<file path="src/rtl/cipher_drv_pkg.sv">
// Shared definitions for the cipher stream driver.
//   drv_state_e : driver FSM state encoding
//   nb_w()      : width of a per-block byte-count field for a given block width
//   calc_nblk() : number of blocks in a message (an empty message still has one)
//   blk_nbytes(): valid bytes in the block whose remaining-block count is cnt
package cipher_drv_pkg;

    typedef enum logic [2:0] {
        ST_IDLE,
        ST_MASK,
        ST_START,
        ST_STREAM,
        ST_DRAIN
    } drv_state_e;

    function automatic int unsigned nb_w(input int unsigned blk_size);
        return $clog2(blk_size / 8) + 1;
    endfunction

    function automatic int unsigned calc_nblk(input int unsigned len, input int unsigned bpb);
        return (len == 0) ? 1 : (len + bpb - 1) / bpb;
    endfunction

    // cnt counts down, so cnt == 1 marks the final block of the message.
    function automatic int unsigned blk_nbytes(input int unsigned len, input int unsigned nblk,
                                               input int unsigned cnt, input int unsigned bpb);
        if (len == 0) begin
            return 0;
        end
        if (cnt == 1) begin
            return len - (nblk - 1) * bpb;
        end
        return bpb;
    endfunction

endpackage

</file>
<file path="src/rtl/msk_share_gen.sv">
// Combinational Boolean masking of a key into D shares.
//   key    : unmasked key
//   rnd    : D-1 fresh random slices, slice i-1 at [(i-1)*WIDTH +: WIDTH]
//   shares : share-major output; shares 1..D-1 are the random slices,
//            share 0 is key XOR all slices, so the XOR of all shares is the key
module msk_share_gen #(
    parameter int unsigned D     = 2,
    parameter int unsigned WIDTH = 128
) (
    input  logic [WIDTH-1:0]       key,
    input  logic [WIDTH*(D-1)-1:0] rnd,
    output logic [WIDTH*D-1:0]     shares
);

    logic [WIDTH-1:0] acc;

    always_comb begin
        shares = '0;
        acc    = key;
        for (int unsigned i = 1; i < D; i++) begin
            shares[i*WIDTH +: WIDTH] = rnd[(i-1)*WIDTH +: WIDTH];
            acc                      = acc ^ rnd[(i-1)*WIDTH +: WIDTH];
        end
        shares[0 +: WIDTH] = acc;
    end

endmodule

</file>
<file path="src/rtl/cipher_stream_driver.sv">
// Drives a masked AEAD-style cipher core with one job at a time.
//   job_*   : job request (key, nonce, byte length); accepted only in IDLE
//   rnd*    : fresh randomness used to split the key into D shares
//   pt_*    : plaintext block stream from the host
//   c_*     : cipher-core side (start pulse, masked key, nonce, pt out, ct in, tag, busy)
//   ct_*    : ciphertext stream to the host (combinational pass-through)
//   tag     : tag captured when the core drops busy after the last block
//   done    : one-cycle pulse on successful completion
//   err     : one-cycle pulse when the inactivity watchdog expires
module cipher_stream_driver
    import cipher_drv_pkg::*;
#(
    parameter int unsigned D          = 2,
    parameter int unsigned KEY_SIZE   = 128,
    parameter int unsigned NONCE_SIZE = 128,
    parameter int unsigned BLK_SIZE   = 64,
    parameter int unsigned LEN_W      = 16,
    parameter int unsigned TIMEOUT    = 1024,
    localparam int unsigned NB_W      = nb_w(BLK_SIZE)
) (
    input  logic                        clk,
    input  logic                        rst,

    input  logic                        job_valid,
    output logic                        job_ready,
    input  logic [KEY_SIZE-1:0]         job_key,
    input  logic [NONCE_SIZE-1:0]       job_nonce,
    input  logic [LEN_W-1:0]            job_len,

    input  logic                        rnd_valid,
    input  logic [KEY_SIZE*(D-1)-1:0]   rnd,

    input  logic                        pt_valid,
    output logic                        pt_ready,
    input  logic [BLK_SIZE-1:0]         pt_data,

    output logic                        c_start,
    output logic [KEY_SIZE*D-1:0]       c_key,
    output logic [NONCE_SIZE-1:0]       c_nonce,
    output logic [BLK_SIZE-1:0]         c_pt,
    output logic [NB_W-1:0]             c_pt_nbytes,
    output logic                        c_pt_valid,
    input  logic                        c_pt_ready,
    input  logic [BLK_SIZE-1:0]         c_ct,
    input  logic                        c_ct_valid,
    output logic                        c_ct_ready,
    output logic                        c_ct_last,
    input  logic [127:0]                c_tag,
    input  logic                        c_busy,

    output logic                        ct_valid,
    input  logic                        ct_ready,
    output logic [BLK_SIZE-1:0]         ct_data,
    output logic [NB_W-1:0]             ct_nbytes,
    output logic                        ct_last,
    output logic [127:0]                tag,
    output logic                        done,
    output logic                        err
);

    localparam int unsigned BPB      = BLK_SIZE / 8;
    localparam int unsigned WD_W     = $clog2(TIMEOUT + 1);
    localparam logic [WD_W-1:0] WD_LIMIT = WD_W'(TIMEOUT - 1);

    drv_state_e                 state_q, state_d;
    logic [KEY_SIZE-1:0]        key_q, key_d;
    logic [NONCE_SIZE-1:0]      nonce_q, nonce_d;
    logic [LEN_W-1:0]           len_q, len_d;
    logic [LEN_W-1:0]           nblk_q, nblk_d;
    logic [LEN_W-1:0]           in_cnt_q, in_cnt_d;
    logic [LEN_W-1:0]           out_cnt_q, out_cnt_d;
    logic [KEY_SIZE*D-1:0]      shares_q, shares_d;
    logic [127:0]               tag_q, tag_d;
    logic                       busy_q, busy_d;
    logic [WD_W-1:0]            wd_q, wd_d;
    logic                       done_q, done_d;
    logic                       err_q, err_d;

    logic [KEY_SIZE*D-1:0]      gen_shares;
    logic                       in_act;
    logic                       out_act;
    logic                       pt_hs;
    logic                       ct_hs;
    logic                       rnd_hs;
    logic                       busy_fall;
    logic                       wd_clear;
    logic [LEN_W-1:0]           job_nblk;

    msk_share_gen #(
        .D     (D),
        .WIDTH (KEY_SIZE)
    ) u_share_gen (
        .key    (key_q),
        .rnd    (rnd),
        .shares (gen_shares)
    );

    // Both directions are gated by their own block count so the host can
    // never push or pull past the end of the message.
    assign in_act  = (state_q == ST_STREAM) && (in_cnt_q != '0);
    assign out_act = (state_q == ST_STREAM) && (out_cnt_q != '0);

    assign job_ready   = (state_q == ST_IDLE);
    assign c_start     = (state_q == ST_START);
    assign c_key       = shares_q;
    assign c_nonce     = nonce_q;

    assign c_pt        = in_act ? pt_data : '0;
    assign c_pt_valid  = in_act & pt_valid;
    assign pt_ready    = in_act & c_pt_ready;
    assign c_pt_nbytes = in_act
                       ? NB_W'(blk_nbytes(32'(len_q), 32'(nblk_q), 32'(in_cnt_q), BPB))
                       : '0;

    assign ct_valid    = out_act & c_ct_valid;
    assign ct_data     = out_act ? c_ct : '0;
    assign c_ct_ready  = out_act & ct_ready;
    assign ct_nbytes   = out_act
                       ? NB_W'(blk_nbytes(32'(len_q), 32'(nblk_q), 32'(out_cnt_q), BPB))
                       : '0;
    assign ct_last     = out_act && (out_cnt_q == LEN_W'(1));
    assign c_ct_last   = ct_last;

    assign tag  = tag_q;
    assign done = done_q;
    assign err  = err_q;

    assign pt_hs     = c_pt_valid & c_pt_ready;
    assign ct_hs     = c_ct_valid & c_ct_ready;
    assign rnd_hs    = (state_q == ST_MASK) & rnd_valid;
    assign busy_fall = busy_q & ~c_busy;
    assign wd_clear  = rnd_hs | pt_hs | ct_hs | busy_fall;
    assign job_nblk  = LEN_W'(calc_nblk(32'(job_len), BPB));

    always_comb begin
        state_d   = state_q;
        key_d     = key_q;
        nonce_d   = nonce_q;
        len_d     = len_q;
        nblk_d    = nblk_q;
        in_cnt_d  = in_cnt_q;
        out_cnt_d = out_cnt_q;
        shares_d  = shares_q;
        tag_d     = tag_q;
        busy_d    = c_busy;
        wd_d      = '0;
        done_d    = 1'b0;
        err_d     = 1'b0;

        unique case (state_q)
            ST_IDLE: begin
                if (job_valid) begin
                    key_d     = job_key;
                    nonce_d   = job_nonce;
                    len_d     = job_len;
                    nblk_d    = job_nblk;
                    in_cnt_d  = job_nblk;
                    out_cnt_d = job_nblk;
                    state_d   = ST_MASK;
                end
            end
            ST_MASK: begin
                if (rnd_valid) begin
                    shares_d = gen_shares;
                    // The plain key is no longer needed once it is split.
                    key_d    = '0;
                    state_d  = ST_START;
                end
            end
            ST_START: begin
                state_d = ST_STREAM;
            end
            ST_STREAM: begin
                if (pt_hs) begin
                    in_cnt_d = in_cnt_q - LEN_W'(1);
                end
                if (ct_hs) begin
                    out_cnt_d = out_cnt_q - LEN_W'(1);
                    if (out_cnt_q == LEN_W'(1)) begin
                        state_d = ST_DRAIN;
                    end
                end
            end
            ST_DRAIN: begin
                if (busy_fall) begin
                    tag_d    = c_tag;
                    done_d   = 1'b1;
                    shares_d = '0;
                    state_d  = ST_IDLE;
                end
            end
            default: begin
                state_d = ST_IDLE;
            end
        endcase

        // Watchdog overrides whatever the state logic chose this cycle; a
        // cycle with any progress (including the busy fall) can never expire.
        if (state_q != ST_IDLE) begin
            if (wd_clear) begin
                wd_d = '0;
            end else if (wd_q == WD_LIMIT) begin
                err_d    = 1'b1;
                done_d   = 1'b0;
                shares_d = '0;
                key_d    = '0;
                state_d  = ST_IDLE;
            end else begin
                wd_d = wd_q + WD_W'(1);
            end
        end
    end

    always_ff @(posedge clk or negedge rst) begin
        if (!rst) begin
            state_q   <= ST_IDLE;
            key_q     <= '0;
            nonce_q   <= '0;
            len_q     <= '0;
            nblk_q    <= '0;
            in_cnt_q  <= '0;
            out_cnt_q <= '0;
            shares_q  <= '0;
            tag_q     <= '0;
            busy_q    <= 1'b0;
            wd_q      <= '0;
            done_q    <= 1'b0;
            err_q     <= 1'b0;
        end else begin
            state_q   <= state_d;
            key_q     <= key_d;
            nonce_q   <= nonce_d;
            len_q     <= len_d;
            nblk_q    <= nblk_d;
            in_cnt_q  <= in_cnt_d;
            out_cnt_q <= out_cnt_d;
            shares_q  <= shares_d;
            tag_q     <= tag_d;
            busy_q    <= busy_d;
            wd_q      <= wd_d;
            done_q    <= done_d;
            err_q     <= err_d;
        end
    end

endmodule

</file>
<file path="config.mk">
export PLATFORM = sky130hd
export DESIGN_NAME = cipher_stream_driver
export DESIGN_NICKNAME = d
export VERILOG_FILES = /design/src/rtl/cipher_drv_pkg.sv /design/src/rtl/msk_share_gen.sv /design/src/rtl/cipher_stream_driver.sv
export SDC_FILE = /design/constraint.sdc
export NUM_CORES = 1
export LEC_CHECK = 0
export BUFFER_PORTS_ARGS = -buffer_cell sky130_fd_sc_hd__buf_2
export CORE_AREA = 8 8 506 508
export DETAILED_ROUTE_END_ITERATION = 8
export DIE_AREA = 0 0 514 516
export PLACE_DENSITY = 0.3
export SLEW_MARGIN = 0
export SYNTH_ARGS = -nofsm -noshare
export SYNTH_HDL_FRONTEND = slang
export SYNTH_SLANG_ARGS = --single-unit
</file>
<file path="constraint.sdc">
create_clock -name clk -period 2.1 [get_ports clk]
set_input_delay 0.105 -clock clk [delete_from_list [all_inputs] [get_ports clk]]
set_output_delay 0.105 -clock clk [all_outputs]
set_load 0.01 [all_outputs]
</file>
**Yosys cells after proc, flatten, opt, wreduce, memory -nomap -nowiden**

Cells that the tools add are included.

- Register bits: 706
- Input bits: 665
- Output and inout bits: 658
- Logic and storage cells: 110

- $add $sub $neg: 7
- Equal/unequal tests: 10
- Muxes and demuxes: 53
- Bitwise gates (word level): 13
- Reductions and logical operators: 14

Operators by type and width:

| kind | number |
|---|---|
| $mux 256 | 5 |
| $mux 128 | 5 |
| $pmux 256 s2 | 1 |
| $pmux 128 s2 | 1 |
| $mux 64 | 2 |
| $xor 128x128->128 | 1 |
| $mux 16 | 4 |
| $pmux 16 s2 | 2 |
| $mux 11 | 3 |
| $eq 16x1->1 const B | 2 |
| $logic_not 16->1 | 2 |
| $mux 4 | 8 |
| $reduce_bool 16->1 | 2 |
| $sub 16x1->16 const B | 2 |
| $mux 3 | 8 |
| $sub 17x1->18 const B | 1 |
| $add 16x4->17 const B | 1 |
| $pmux 3 s5 | 1 |
| $mux 1 | 13 |
| $add 11x1->11 const B | 1 |
| $eq 11x10->1 const B | 1 |
| $and 1x1->1 | 8 |
| $eq 3x2->1 const B | 2 |
| $ne 2x2->1 const B | 3 |
| other kinds (12) | 18 |

**Longest topological paths before layout**

- Word-level depth: 9
- Gate-level depth with buffers: 10

**Modules after synthesis**

A second synthesis with hierarchy kept.

- Cells, all modules: 3669
- Area total of the unflattened synthesis: 32870.3 um2

By module, submodules not included:

| module | times used | cells each | area an instance (um2) | sequential area each (um2) |
|---|---|---|---|---|
| cipher_stream_driver | 1 | 3413 | 30788.3 | 17666.9 |
| msk_share_gen | 1 | 256 | 2082.0 | 0.0 |

**Least setup slack after synthesis**

No wires, ideal clock.

- Path kind: reg2reg
- From: register out_cnt_q[0]
- To: register shares_q[100] (netlist: c_key[100])
- Setup time: 121 ps
- Data arrival time: 1969 ps
- Required time: 1979 ps
- Slack: 10 ps
- Cell stages (with the launch flop): 11
- Path buffers: 3
- Cell sequence: dfrtp_1 -> inv_1 -> ha_1 -> nor4b_2 -> and4_1 -> nor2_1 -> nor4b_2 -> buf_4 -> buf_6 -> buf_4 -> a21oi_1

- Word-level cells in the longest chain between the ends: 8

RTL lines:

| what | RTL line | source |
|---|---|---|
| from (decl) | cipher_stream_driver.sv:71 | `logic [LEN_W-1:0] out_cnt_q, out_cnt_d;` |
| from (signal assigned) | cipher_stream_driver.sv:236 | `out_cnt_q <= out_cnt_d;` |
| $reduce_bool 16->1 | cipher_stream_driver.sv:101 | `assign out_act = (state_q == ST_STREAM) && (out_cnt_q != '0);` |
| $logic_and 1x1->1 | cipher_stream_driver.sv:101 |  |
| $and 1x1->1 | cipher_stream_driver.sv:117 | `assign c_ct_ready = out_act & ct_ready;` |
| $and 1x1->1 | cipher_stream_driver.sv:129 | `assign ct_hs = c_ct_valid & c_ct_ready;` |
| $or 1x1->1 (2 in a row) | cipher_stream_driver.sv:132 | `assign wd_clear = rnd_hs \| pt_hs \| ct_hs \| busy_fall;` |
| $mux 256 | cipher_stream_driver.sv:200 | `if (wd_clear) begin` |
| $mux 256 | cipher_stream_driver.sv:199 | `if (state_q != ST_IDLE) begin` |
| net shares_d[100] | cipher_stream_driver.sv:72 | `logic [KEY_SIZE*D-1:0] shares_q, shares_d;` |
| to (signal assigned) | cipher_stream_driver.sv:237 | `shares_q <= shares_d;` |
| to (decl) | cipher_stream_driver.sv:72 |  |

The timed path passes the listed nets, and every way through them passes these cells.
A chain may end at the register's enable or synchronous reset.

**Final worst setup path**

- From: register out_cnt_q[5]
- To: output port c_ct_ready

- Word-level cells in the longest chain between the ends: 3

RTL lines:

| what | RTL line | source |
|---|---|---|
| $reduce_bool 16->1 | cipher_stream_driver.sv:101 |  |
| $logic_and 1x1->1 | cipher_stream_driver.sv:101 |  |
| $and 1x1->1 | cipher_stream_driver.sv:117 |  |
| to (decl) | cipher_stream_driver.sv:46 | `output logic c_ct_ready,` |

No other way between the ends.

==> results_dict.tcl <==
set metrics [dict create \
    power_density_nw_per_um2 1140 \
    ys_seq_area_frac 0.563 \
    numCtsBuffers 99 \
    fin_worst_skew_ns 0.0649 \
    syn_inst 3541 \
    yosysTopAreaCell "dfrtp_1" \
    synth_edf_count 0 \
    place_area_um2 43900 \
    slew_violations 0 \
    critPathLaunchType "register" \
    grt_usage 0.161 \
    insertion_delay_ns 0.74 \
    seq_area_um2 17700 \
    num_rows 183 \
    syn_avg_cell_area_um2 8.86 \
    outcome "finished with violations" \
    rsz0062_at_grt "true" \
    core_um2 248000 \
    hold_viol 0 \
    drtPass1Iterations 5 \
    synth_top_cell_area_share 0.563 \
    clk_pin_slew_ns 0.06 \
    fp.dieArea_um2 265000 \
    yosysMostFrequentCell "nand2_1" \
    port_buffers 1322 \
    nNetsFinal 6231 \
    setup_viol 562 \
    root_buffer "clkbuf_16" \
    gp_congestion 0.924 \
    fin_ws_ns -0.607 \
    post-route-min-period_ns 2.71 \
    required_ns 2.00 \
    yosys-top-cells-count "nand2_1 (1220), dfrtp_1 (706), a21oi_1 (406)" \
    syn_nets 4213 \
    irDropWorstVdd_mv 0.694 \
    crit_fanout 8 \
    drv_cap 0 \
    end_kind "primary output" \
    leakage_nw 26.8 \
    wire_per_inst_um 25.0 \
    synth_area_leaders "dfrtp_1 (56%), nand2_1 (15%), a21oi_1 (6.5%)" \
    die_y_um 516 \
    area_delta_synth_final_pct 73.5 \
    antenna_found_initial 109 \
    design_area_um2 54400 \
    max-slew-margin-rel 0.405 \
    grt_max_degree 93 \
    postRouteAntennaNets 0 \
    min_path_type "input pin to async pin" \
    tightest_slew_ns 0.893 \
    viasPerCell 3.84 \
    yosysWarnings 0 \
    multi_input_area_um2 12900 \
    start_util 0.127 \
    wirelength_um 226000 \
    synth_area_um2 31400 \
    routed-via-count 34600 \
    cts_buffer_depth 3 \
    violations "setup timing" \
    cts_tree "done" \
    drc 0 \
    overflow 0 \
    grt_pass1_wl_um 305000 \
    max_freq_mhz 369 \
    finalSetupTns_ns -201.04 \
    cts_sinks 706 \
    htree_num_levels 3 \
    ys_async_sr_fraction 1.00 \
    ys_types 72 \
    worstPathArrival_ns 2.60 \
    crit_type "register to primary output" \
    ios 1323 \
    drive_above_1_share 0.338 \
    dp_hpwl_um 177000 \
    drt_iter0_markers 2484 \
    ys_seq_elements 706 \
    die_w_um 514 \
    finalCritPeriodShare 1.29 \
    synthFlopType "dfrtp_1" \
    grt_pass1_vias 36400 \
    fill_cells 27800 \
]
==> worst max-delay path: stages (launching register included) <==
cell and delay, ns:
dfrtp_1 0.39, nor4_2 0.28, buf_4 0.17, buf_6 0.09, nand4_1 0.11, buf_6 0.17, buf_16 0.16, buf_16 0.18
and3_4 0.20, buf_6 0.12
==> sequential cells by signal (all words and copies together), names as in the netlist <==
| name | count |
|---|---|
| busy_q | 1 |
| c_key | 256 |
| c_nonce | 128 |
| done | 1 |
| err | 1 |
| in_cnt_q | 16 |
| key_q | 128 |
| len_q | 16 |
| nblk_q | 1 |
| out_cnt_q | 16 |
| state_q | 3 |
| tag | 128 |
| wd_q | 11 |
==> layer usage <==
metal,part of all wire,global-route usage
met3,0.10,0.0629
met5,0.0015,0
met2,0.45,0.253
met1,0.41,0.200
met4,0.036,0.0561
==> layout make-up <==
class | instances | area share
sequential | 706 | 0.325
timing repair buffer | 2187 | 0.299
multi-input combinational | 2554 | 0.236
tap | 3330 | 0.0765
clock buffer | 148 | 0.0533
clock inverter | 31 | 0.00763
antenna | 44 | 0.00202
inverter | 11 | 0.000804
==> kinds of logic after synthesis <==
group	synth area share
AOI/OAI and AO/OA	0.0848
xor gates and xnor gates	0.0410
adders and majority gates	0.00279
buffers and inverters	0.0417
DFF	0.563
and+or+nand+nor	0.266
==> stage by stage <==
step            util  power (mW)  setup slack (ns)  cells  hold WS (ns)
5_1_grt        0.220        66.4            -0.752   8992        0.0516
4_1_cts        0.216        63.2            -0.732   8944      0.000332
2_1_floorplan      -        30.7            0.0102   3541        -0.191
3_5_place_dp   0.177        43.1            -0.273   8203        0.0319
3_3_place_gp   0.177        43.1            -0.283   8203        0.0343
6_report       0.220        62.2            -0.607   9011         0.103
==> timing repair <==
item                                    CTS  global route
resized for setup                       165            78
buffers inserted                         13             8
gates cloned                              4            15
pin swaps                                27            43
endpoints found under the hold margin  1343             0
hold buffers                            549             0
setup endpoints to repair               551           610
==> cell usage in the layout, fill, tap and decap left out, types with 6 or more instances in the layout <==
master	instances
diode_2	44
and3_1	17
buf_8	12
xor2_1	138
nand2_1	1220
nand3_1	391
xnor2_1	9
and2_4	6
nand4_1	12
clkbuf_16	111
inv_1	8
and2_1	64
nor2_1	37
a21oi_1	406
o211ai_1	6
clkbuf_1	25
clkinv_2	13
and3_4	61
buf_2	1247
o21ai_0	38
buf_6	72
buf_16	8
nor3_1	17
a31oi_1	8
ha_1	6
dfrtp_1	706
buf_12	70
nor4_1	18
dlygate4sd3_1	548
clkbuf_8	24
buf_4	218
==> final timing paths <==
check	from	depth (start not counted)	end	slack, ns
worst max-delay path	out_cnt_q[5]$_DFFE_PN0P_	9	c_ct_ready	-0.61
worst min-delay path	rst	3	tag[103]$_DFFE_PN0P_	0.10
worst max register to register	out_cnt_q[5]$_DFFE_PN0P_	12	c_key[26]$_DFF_PN0_	-0.38
worst min register to register	tag[0]$_DFFE_PN0P_	2	tag[0]$_DFFE_PN0P_	0.47
max in group asynchronous	rst	4	c_nonce[37]$_DFFE_PN0P_	1.25
min in group clk	c_tag[35]	4	tag[35]$_DFFE_PN0P_	0.10
==> where the power goes <==
part | switching [mW] | leakage (nW) | internal, mW
Combinational | 13.0 | 16.0 | 10.0
Clock | 7.26 | 1.61 | 10.2
Sequential | 3.21 | 9.17 | 18.5
No activity file was read; power rests on OpenSTA's default activity.
